$ cat config.mk
export PLATFORM = sky130hd
export DESIGN_NAME = hazard_controller_flat
export DESIGN_NICKNAME = d
export VERILOG_FILES = /design/src/rtl/hazard_controller_if.sv /design/src/rtl/hazard_controller.sv /design/src/flat_wrapper.sv
export SDC_FILE = /design/constraint.sdc
export NUM_CORES = 1
export LEC_CHECK = 0
export ABC_AREA = 1
export CORE_MARGIN = 2
export CORE_UTILIZATION = 33
export DETAILED_ROUTE_END_ITERATION = 8
export PLACE_DENSITY = 0.76
export SLEW_MARGIN = 30
export SYNTH_ARGS = -nofsm -noshare
export SYNTH_HDL_FRONTEND = slang
export SYNTH_SLANG_ARGS = --single-unit
export TNS_END_PERCENT = 30
$ cat constraint.sdc
create_clock -name clk -period 1.2 [get_ports clk]
set_input_delay 0.24 -clock clk [delete_from_list [all_inputs] [get_ports clk]]
set_output_delay 0.24 -clock clk [all_outputs]
set_load 0.02 [all_outputs]
$ cat src/rtl/hazard_controller_if.sv
// hazard_controller_if: pipeline-side register specifiers/control bits and the controller's steering outputs.
interface hazard_controller_if;
    logic [3:0] id_rs1, id_rs2;
    logic       id_use_rs1, id_use_rs2, id_use_r0, branch_taken;
    logic [3:0] ex_rd, m_rd, wb_rd;
    logic [1:0] ex_reg_write, m_reg_write, wb_reg_write;
    logic       ex_mem_read, m_mem_read, ex_multidiv;
    logic       pc_write, ifid_write, idex_write, ifid_flush, idex_bubble, exm_bubble;
    logic [1:0] op1_fwd, op2_fwd, r0_fwd;
    logic       md_busy;
    logic [3:0] md_count;
    modport master (
        output id_rs1, id_rs2, id_use_rs1, id_use_rs2, id_use_r0, branch_taken,
        output ex_rd, m_rd, wb_rd, ex_reg_write, m_reg_write, wb_reg_write,
        output ex_mem_read, m_mem_read, ex_multidiv,
        input  pc_write, ifid_write, idex_write, ifid_flush, idex_bubble, exm_bubble,
        input  op1_fwd, op2_fwd, r0_fwd, md_busy, md_count
    );
    modport slave (
        input  id_rs1, id_rs2, id_use_rs1, id_use_rs2, id_use_r0, branch_taken,
        input  ex_rd, m_rd, wb_rd, ex_reg_write, m_reg_write, wb_reg_write,
        input  ex_mem_read, m_mem_read, ex_multidiv,
        output pc_write, ifid_write, idex_write, ifid_flush, idex_bubble, exm_bubble,
        output op1_fwd, op2_fwd, r0_fwd, md_busy, md_count
    );
endinterface

$ cat src/rtl/hazard_controller.sv
// hazard_controller: ID-stage forwarding selects, load-use stall, branch flush and multiply/divide hold sequencing.
module hazard_controller #(
    parameter int MD_CYCLES = 4
) (
    input logic clk,
    input logic reset,
    hazard_controller_if.slave hz
);
    typedef enum logic {RUN, MD_BUSY} state_t;
    state_t state, state_next;
    logic [3:0] count, count_next;
    logic hold, stall;
    logic ex1, m1, wb1, ex2, m2, wb2, exr, mr, wbr;
    function automatic logic [1:0] sel(input logic en, input logic ex, input logic m, input logic wb);
        return !en ? 2'b00 : ex ? 2'b01 : m ? 2'b10 : wb ? 2'b11 : 2'b00;
    endfunction
    always_comb begin
        ex1 = hz.ex_reg_write[0] && hz.ex_rd == hz.id_rs1;
        m1  = hz.m_reg_write[0]  && hz.m_rd  == hz.id_rs1;
        wb1 = hz.wb_reg_write[0] && hz.wb_rd == hz.id_rs1;
        ex2 = hz.ex_reg_write[0] && hz.ex_rd == hz.id_rs2;
        m2  = hz.m_reg_write[0]  && hz.m_rd  == hz.id_rs2;
        wb2 = hz.wb_reg_write[0] && hz.wb_rd == hz.id_rs2;
        exr = hz.ex_reg_write[1] || (hz.ex_reg_write[0] && hz.ex_rd == 4'd0);
        mr  = hz.m_reg_write[1]  || (hz.m_reg_write[0]  && hz.m_rd  == 4'd0);
        wbr = hz.wb_reg_write[1] || (hz.wb_reg_write[0] && hz.wb_rd == 4'd0);
        // M-stage forwarding carries a load's address, so loads in EX and M both stall
        stall = (hz.id_use_rs1 && ((ex1 && hz.ex_mem_read) || (m1 && hz.m_mem_read)))
             || (hz.id_use_rs2 && ((ex2 && hz.ex_mem_read) || (m2 && hz.m_mem_read)))
             || (hz.id_use_r0  && ((exr && hz.ex_mem_read) || (mr && hz.m_mem_read)));
    end
    always_comb begin
        state_next = state;
        count_next = count;
        hold = 1'b0;
        if (state == RUN) begin
            hold = hz.ex_multidiv;
            count_next = hz.ex_multidiv ? 4'(MD_CYCLES - 2) : 4'd0;
            state_next = hz.ex_multidiv ? MD_BUSY : RUN;
        end else begin
            hold = count != 4'd0;
            count_next = hold ? count - 4'd1 : 4'd0;
            state_next = hold ? MD_BUSY : RUN;
        end
    end
    always_ff @(posedge clk) begin
        if (reset) begin
            state <= RUN;
            count <= 4'd0;
        end else begin
            state <= state_next;
            count <= count_next;
        end
    end
    always_comb begin
        hz.pc_write    = reset || !(hold || stall);
        hz.ifid_write  = reset || !(hold || stall);
        hz.idex_write  = reset || !hold;
        hz.idex_bubble = !reset && !hold && stall;
        hz.exm_bubble  = !reset && hold;
        hz.ifid_flush  = !reset && !hold && !stall && hz.branch_taken;
        hz.op1_fwd     = reset ? 2'b00 : sel(hz.id_use_rs1, ex1, m1, wb1);
        hz.op2_fwd     = reset ? 2'b00 : sel(hz.id_use_rs2, ex2, m2, wb2);
        hz.r0_fwd      = reset ? 2'b00 : sel(hz.id_use_r0, exr, mr, wbr);
        hz.md_busy     = !reset && state == MD_BUSY;
        hz.md_count    = count;
    end
endmodule

$ cat src/flat_wrapper.sv
// flat-port wrapper written by rule: the top's interface ports become plain ports
module hazard_controller_flat 
#(
    parameter int MD_CYCLES = 4
)
  (clk, reset, hz_id_rs1, hz_id_rs2, hz_id_use_rs1, hz_id_use_rs2, hz_id_use_r0, hz_branch_taken, hz_ex_rd, hz_m_rd, hz_wb_rd, hz_ex_reg_write, hz_m_reg_write, hz_wb_reg_write, hz_ex_mem_read, hz_m_mem_read, hz_ex_multidiv, hz_pc_write, hz_ifid_write, hz_idex_write, hz_ifid_flush, hz_idex_bubble, hz_exm_bubble, hz_op1_fwd, hz_op2_fwd, hz_r0_fwd, hz_md_busy, hz_md_count);
  hazard_controller_if hz_i ();
  input logic clk;
  input logic reset;
  input wire logic [$bits(hz_i.id_rs1)-1:0] hz_id_rs1;
  input wire logic [$bits(hz_i.id_rs2)-1:0] hz_id_rs2;
  input wire logic [$bits(hz_i.id_use_rs1)-1:0] hz_id_use_rs1;
  input wire logic [$bits(hz_i.id_use_rs2)-1:0] hz_id_use_rs2;
  input wire logic [$bits(hz_i.id_use_r0)-1:0] hz_id_use_r0;
  input wire logic [$bits(hz_i.branch_taken)-1:0] hz_branch_taken;
  input wire logic [$bits(hz_i.ex_rd)-1:0] hz_ex_rd;
  input wire logic [$bits(hz_i.m_rd)-1:0] hz_m_rd;
  input wire logic [$bits(hz_i.wb_rd)-1:0] hz_wb_rd;
  input wire logic [$bits(hz_i.ex_reg_write)-1:0] hz_ex_reg_write;
  input wire logic [$bits(hz_i.m_reg_write)-1:0] hz_m_reg_write;
  input wire logic [$bits(hz_i.wb_reg_write)-1:0] hz_wb_reg_write;
  input wire logic [$bits(hz_i.ex_mem_read)-1:0] hz_ex_mem_read;
  input wire logic [$bits(hz_i.m_mem_read)-1:0] hz_m_mem_read;
  input wire logic [$bits(hz_i.ex_multidiv)-1:0] hz_ex_multidiv;
  output wire logic [$bits(hz_i.pc_write)-1:0] hz_pc_write;
  output wire logic [$bits(hz_i.ifid_write)-1:0] hz_ifid_write;
  output wire logic [$bits(hz_i.idex_write)-1:0] hz_idex_write;
  output wire logic [$bits(hz_i.ifid_flush)-1:0] hz_ifid_flush;
  output wire logic [$bits(hz_i.idex_bubble)-1:0] hz_idex_bubble;
  output wire logic [$bits(hz_i.exm_bubble)-1:0] hz_exm_bubble;
  output wire logic [$bits(hz_i.op1_fwd)-1:0] hz_op1_fwd;
  output wire logic [$bits(hz_i.op2_fwd)-1:0] hz_op2_fwd;
  output wire logic [$bits(hz_i.r0_fwd)-1:0] hz_r0_fwd;
  output wire logic [$bits(hz_i.md_busy)-1:0] hz_md_busy;
  output wire logic [$bits(hz_i.md_count)-1:0] hz_md_count;
  assign hz_i.id_rs1 = hz_id_rs1;
  assign hz_i.id_rs2 = hz_id_rs2;
  assign hz_i.id_use_rs1 = hz_id_use_rs1;
  assign hz_i.id_use_rs2 = hz_id_use_rs2;
  assign hz_i.id_use_r0 = hz_id_use_r0;
  assign hz_i.branch_taken = hz_branch_taken;
  assign hz_i.ex_rd = hz_ex_rd;
  assign hz_i.m_rd = hz_m_rd;
  assign hz_i.wb_rd = hz_wb_rd;
  assign hz_i.ex_reg_write = hz_ex_reg_write;
  assign hz_i.m_reg_write = hz_m_reg_write;
  assign hz_i.wb_reg_write = hz_wb_reg_write;
  assign hz_i.ex_mem_read = hz_ex_mem_read;
  assign hz_i.m_mem_read = hz_m_mem_read;
  assign hz_i.ex_multidiv = hz_ex_multidiv;
  assign hz_pc_write = hz_i.pc_write;
  assign hz_ifid_write = hz_i.ifid_write;
  assign hz_idex_write = hz_i.idex_write;
  assign hz_ifid_flush = hz_i.ifid_flush;
  assign hz_idex_bubble = hz_i.idex_bubble;
  assign hz_exm_bubble = hz_i.exm_bubble;
  assign hz_op1_fwd = hz_i.op1_fwd;
  assign hz_op2_fwd = hz_i.op2_fwd;
  assign hz_r0_fwd = hz_i.r0_fwd;
  assign hz_md_busy = hz_i.md_busy;
  assign hz_md_count = hz_i.md_count;
  hazard_controller #(.MD_CYCLES(MD_CYCLES)) u_core (.clk(clk), .reset(reset), .hz(hz_i));
endmodule
---- Word-level counts from Yosys, hierarchy flattened ----
Cells that the tools add are included.
operators by class
  add/subtract/negate cells ............... 1
  equal/unequal tests ..................... 6
  mux-type cells .......................... 22
  reductions and logical operators ........ 43
operator list
  kind                   number
  $mux W2                16
  $eq A4 B4 Y1           6
  $logic_and A1 B1 Y1    24
  $logic_not A4 Y1       3
  $logic_or A1 B1 Y1     11
  $mux W4                2
  $logic_not A1 Y1       4
  $mux W1                4
  $reduce_bool A4 Y1     1
  $sub A4 B1 Y4 const B  1
storage, ports and cells
  flip-flop bits (word level) ............. 5
  output and inout bits ................... 17
  logic and storage cells ................. 74

---- Depth between registers and ports, before layout ----
Gate-level depths: netlist (run 1).
  depth in word-level cells ............... 10
  mapped depth ............................ 10

---- Least setup slack after synthesis (run 1) ----
No wires, ideal clock.
  path kind ............................... flip-flop to output port
  start point ............................. register u_core.count[2] (netlist: u_core.hz.md_count[2])
  end point ............................... output port hz_ifid_flush
  data arrival time ....................... 1.262 ns
  path slack .............................. -0.302 ns
  cell stages (with the launch flop) ...... 7
  cells stage by stage .................... dfxtp_1 > nor2_2 > nand2_1 > a21boi_2 > and2_1 > nand2_1 > nor2_1
on the way
  cells in the longest elaborated chain, start to end .. 6
ends and longest elaborated chain
  element                            line                     text
  start, declared                    hazard_controller.sv:11  logic [3:0] count, count_next;
  start signal, assigned             hazard_controller.sv:52  count <= count_next;
  $reduce_bool A4 Y1                 hazard_controller.sv:41  hold = count != 4'd0;
  $mux W1                            hazard_controller.sv:36  if (state == RUN) begin
  $logic_not A1 Y1                   hazard_controller.sv:61  hz.ifid_flush = !reset && !hold && !stall && hz.branch_taken;
  $logic_and A1 B1 Y1 (3 in series)  hazard_controller.sv:61
  end, declared                      flat_wrapper.sv:28       output wire logic [$bits(hz_i.ifid_flush)-1:0] hz_ifid_flush;
Every way passes these cells.

---- Worst setup path after layout (run 1) ----
  start point ............................. register u_core.state
  end point ............................... output port hz_ifid_flush
on the way
  cells in the longest elaborated chain, start to end .. 5
ends and longest elaborated chain
  element                            line                     text
  start, declared                    hazard_controller.sv:10  state_t state, state_next;
  start signal, assigned             hazard_controller.sv:51  state <= state_next;
  $mux W1                            hazard_controller.sv:36
  $logic_not A1 Y1                   hazard_controller.sv:61
  $logic_and A1 B1 Y1 (3 in series)  hazard_controller.sv:61
Every way passes these cells.

==> impl_metrics.yaml, run 1 <==
cts:
  cts_buffers: 3
  clock_path_buffers: 2
  cts_sinks: 5
  clk_latency_ns: 0.24
  cts_tree: "yes"
  clock-root-buffer: "clkbuf_4"
  htreeDepth: 1
  hold_buffers: 0
  clk_pin_slew_ns: 0.05
placed_design:
  portBuffers: 51
  hpwl_mm: 2.380
  dp_slack_ns: -1.173
  gp_congestion: 0.8473
  placed_cell_area_um2: 1511
  place_inst: 262
finish:
  utilization_pct: 64.81
  area_growth_pct: 88.62
  drive_gt1_share_pct: 43.90
  fill_cells: 240
  instances_no_fill: 276
  num_antenna_cells: 0
  nNetsFinal: 282
  design_area_um2: 1577
route:
  wl_per_cell_um: 11.52
  drc: 0
  drtIter0Drc: 56
  vias: 1302
  antenna_left: 0
  routed_wl_mm: 3.179
  dr.pass1.iters: 4
  via_per_inst: 4.717
sta:
  fin_crit_ns: 1.581
  skew_ns: 0.001897
  slew_headroom_pct: 89.57
  fmax_ghz: 0.6325
  worst_slew_pin_slew_ns: 0.1559
  rsz0062_at_grt: "true"
  period_share_pct: 131.7
  setup_slack_ns: -0.3810
  finalSetupViolCount: 13
  setup_tns_ns: -3.778
  final-max-slew-violation-count: 0
  hold_viol_final: 0
synthesis:
  yosys-top-cells-area: "nand2_1 (22%), inv_1 (15%), dfxtp_1 (12%)"
  synth_cells: 167
  synth_flop_cell: "dfxtp_1"
  synth_commonest_cells: "nand2_1 (49), inv_1 (33), nor2_1 (20)"
  synth_top_area_share_pct: 22.01
  synthesis.area_um2: 835.8
  synth_async_sr_flop_share_pct: 0
  syn_area_per_cell_um2: 5.005
  ys_ff_latch: 5
  ys_warn_count: 0
  yosysSeqAreaShare_pct: 11.98
  syn_nets: 202
  synth-edff-count: 0
  yosysMostFrequentCell: "nand2_1"
  synth_top_area_cell: "nand2_1"
  synth.distinct_cells: 19
power:
  power_leakage_uw: 0.0009110
  p_per_area_nw_per_um2: 560.8
  peakVddDrop_v: 0.0006741
setup_path:
  cp-startpoint: "u_core.state"
  r2r_start: "u_core.hz.md_count[0]"
  crit_cells: 7
  critPathTopFamily: "simple AND/OR/NAND/NOR gates"
  path_common_cell: "nand2_2"
  critPathKind: "reg -> out"
  cp_slowest_stage_delay_ns: 0.35
  worstReg2RegEnd: "u_core.hz.md_count[1]"
  path_max_fanout: 3
  cp_slowest_cell: "dfxtp_2"
  cp-endpoint: "hz_ifid_flush"
  ff2ff_path_depth: 7
  required_ns: 0.96
  critPathLaunchType: "flop"
  crit_chain: "inv_2, nand2_2, a21boi_4, and2_4, nand2_2, nor2_4, buf_6"
  rrSetupSlack_ns: 0.09
  arrival_ns: 1.34
  worst_setup_path_end_kind: "output pin"
  cp_num_buf_inv: 2
global_route:
  track_usage_pct: 23.68
  globalRouteOverflowTotal: 0
  grt_pass1_wl_mm: 5.092
  grt_max_degree: 8
  grt_pass1_vias: 1169
  grt_antenna_before_repair: 0
die:
  num_rows: 18
  die_area_um2: 2951
  die_x_um: 54.33
  core_area_um2: 2432
  ios: 52
  initial_utilization_pct: 34.36
  die_y_um: 54.33
outcome:
  status: "finished with violations"
  violations: "negative setup slack"
worst_hold_path:
  hold_class: "in -> reg"
flow_run:
  drv_cap: 0
## final cells by class
cell class                      count  area, µm²  area share, %
Multi-Input combinational cell    124      673.1          42.70
Timing Repair Buffer               76      589.3          37.38
Inverter                           37      141.4          8.968
Sequential cell                     5      108.9          6.905
Tap cell                           30      37.54          2.381
Clock buffer                        4      26.28          1.667
## sequential cells by signal (all words and copies together) (netlist names)
register            count
u_core.state            1
u_core.hz.md_count      4
## per-layer routing
layer  GRT usage, %  share of wire (%)
met3          4.372                7.0
met2          41.97                 49
met4          2.500                  0
met5              0                  0
met1          30.51                 44
## tightest hold or removal path, stage by stage
cell	delay, ns
dlymetal6s2s_1	0.14
nand2_2	0.08
buf_4	0.10
o22ai_1	0.07
## where the power goes
| part | total, µW | switching (µW) | internal [µW] |
|---|---|---|---|
| Combinational | 506 | 265 | 241 |
| Clock | 201 | 74.6 | 126 |
| Sequential | 177 | 5.79 | 172 |
| Total | 884 | 345 | 539 |
## logic make-up (layout without fill, tap and decap cells)
logic type,count (synthesis),in the layout,synth area share [%]
xor gates and xnor gates,4,4,4.192
and+or+nand+nor,97,97,51.05
AOI/OAI and AO/OA,23,23,15.27
DFF,5,5,11.98
buffers and inverters,38,117,17.51
## cells in the final DEF, fill, tap and decap left out, types with 2 or more instances in the layout
| master | count |
|---|---|
| dfxtp_2 | 4 |
| a21oi_2 | 2 |
| o22ai_1 | 5 |
| buf_6 | 9 |
| inv_2 | 12 |
| buf_4 | 30 |
| nor2_2 | 6 |
| o21ai_0 | 4 |
| nand2_2 | 7 |
| o21ai_1 | 5 |
| xor2_1 | 2 |
| clkdlybuf4s50_1 | 6 |
| inv_1 | 24 |
| a21oi_1 | 5 |
| nand2_1 | 43 |
| nand3_1 | 8 |
| buf_2 | 20 |
| nand4_1 | 9 |
| clkdlybuf4s15_1 | 3 |
| clkbuf_4 | 3 |
| xnor2_1 | 2 |
| dlygate4sd2_1 | 5 |
| nor2_4 | 5 |
| nor2_1 | 15 |
## worst min-delay path by stage
stage / slack (ns) / depth (start not counted) / start / endpoint
after global routing: 0.44 / 4 / hz_ex_multidiv / u_core.hz.md_count[1]
final: 0.44 / 4 / hz_ex_multidiv / u_core.hz.md_count[1]
after global placement: 0.50 / 2 / u_core.hz.md_count[0] / u_core.hz.md_count[0]
after floorplan: 0.31 / 1 / reset / u_core.state
after CTS: 0.53 / 2 / u_core.hz.md_count[0] / u_core.hz.md_count[0]
after detailed placement: 0.50 / 2 / u_core.hz.md_count[0] / u_core.hz.md_count[0]
## timing repair
| item | CTS | global route |
|---|---|---|
| setup buffers | 12 | 3 |
| setup endpoints to repair | 17 | 19 |
| gates resized for setup | 194 | 15 |
| endpoints found under the hold margin | 0 | 0 |
| pin swaps | 31 | 5 |
## per-stage QoR
| step | hold WS (ns) | total power, µW |
|---|---|---|
| 3_3_place_gp | 0.5029 | 635.6 |
| 4_1_cts | 0.5336 | 878.4 |
| 6_report | 0.4377 | 884.1 |
| 2_1_floorplan | 0.3124 | 390.4 |
| 5_1_grt | 0.4410 | 960.9 |
| 3_5_place_dp | 0.5010 | 640.4 |
(Power assumes the default switching activity.)
==> run 2: changes to the inputs <==
--- a/config.mk
+++ b/config.mk
@@ -6,9 +6,11 @@
 export NUM_CORES = 1
 export LEC_CHECK = 0
 export ABC_AREA = 1
+export CAP_MARGIN = 40
 export CORE_MARGIN = 2
 export CORE_UTILIZATION = 33
 export DETAILED_ROUTE_END_ITERATION = 8
+export GPL_ROUTABILITY_DRIVEN = 0
 export PLACE_DENSITY = 0.76
 export SLEW_MARGIN = 30
 export SYNTH_ARGS = -nofsm -noshare
==> results of run 2 <==
No change in the layout: final DEF, timing and power equal those of run 1.
==> run 3: changes to the inputs <==
--- a/config.mk
+++ b/config.mk
@@ -6,6 +6,7 @@
 export NUM_CORES = 1
 export LEC_CHECK = 0
 export ABC_AREA = 1
+export ABC_CLOCK_PERIOD_IN_PS = 1200
 export CAP_MARGIN = 40
 export CORE_MARGIN = 2
 export CORE_UTILIZATION = 33
==> results of run 3 <==
No change in the layout: final DEF, timing and power equal those of run 1.
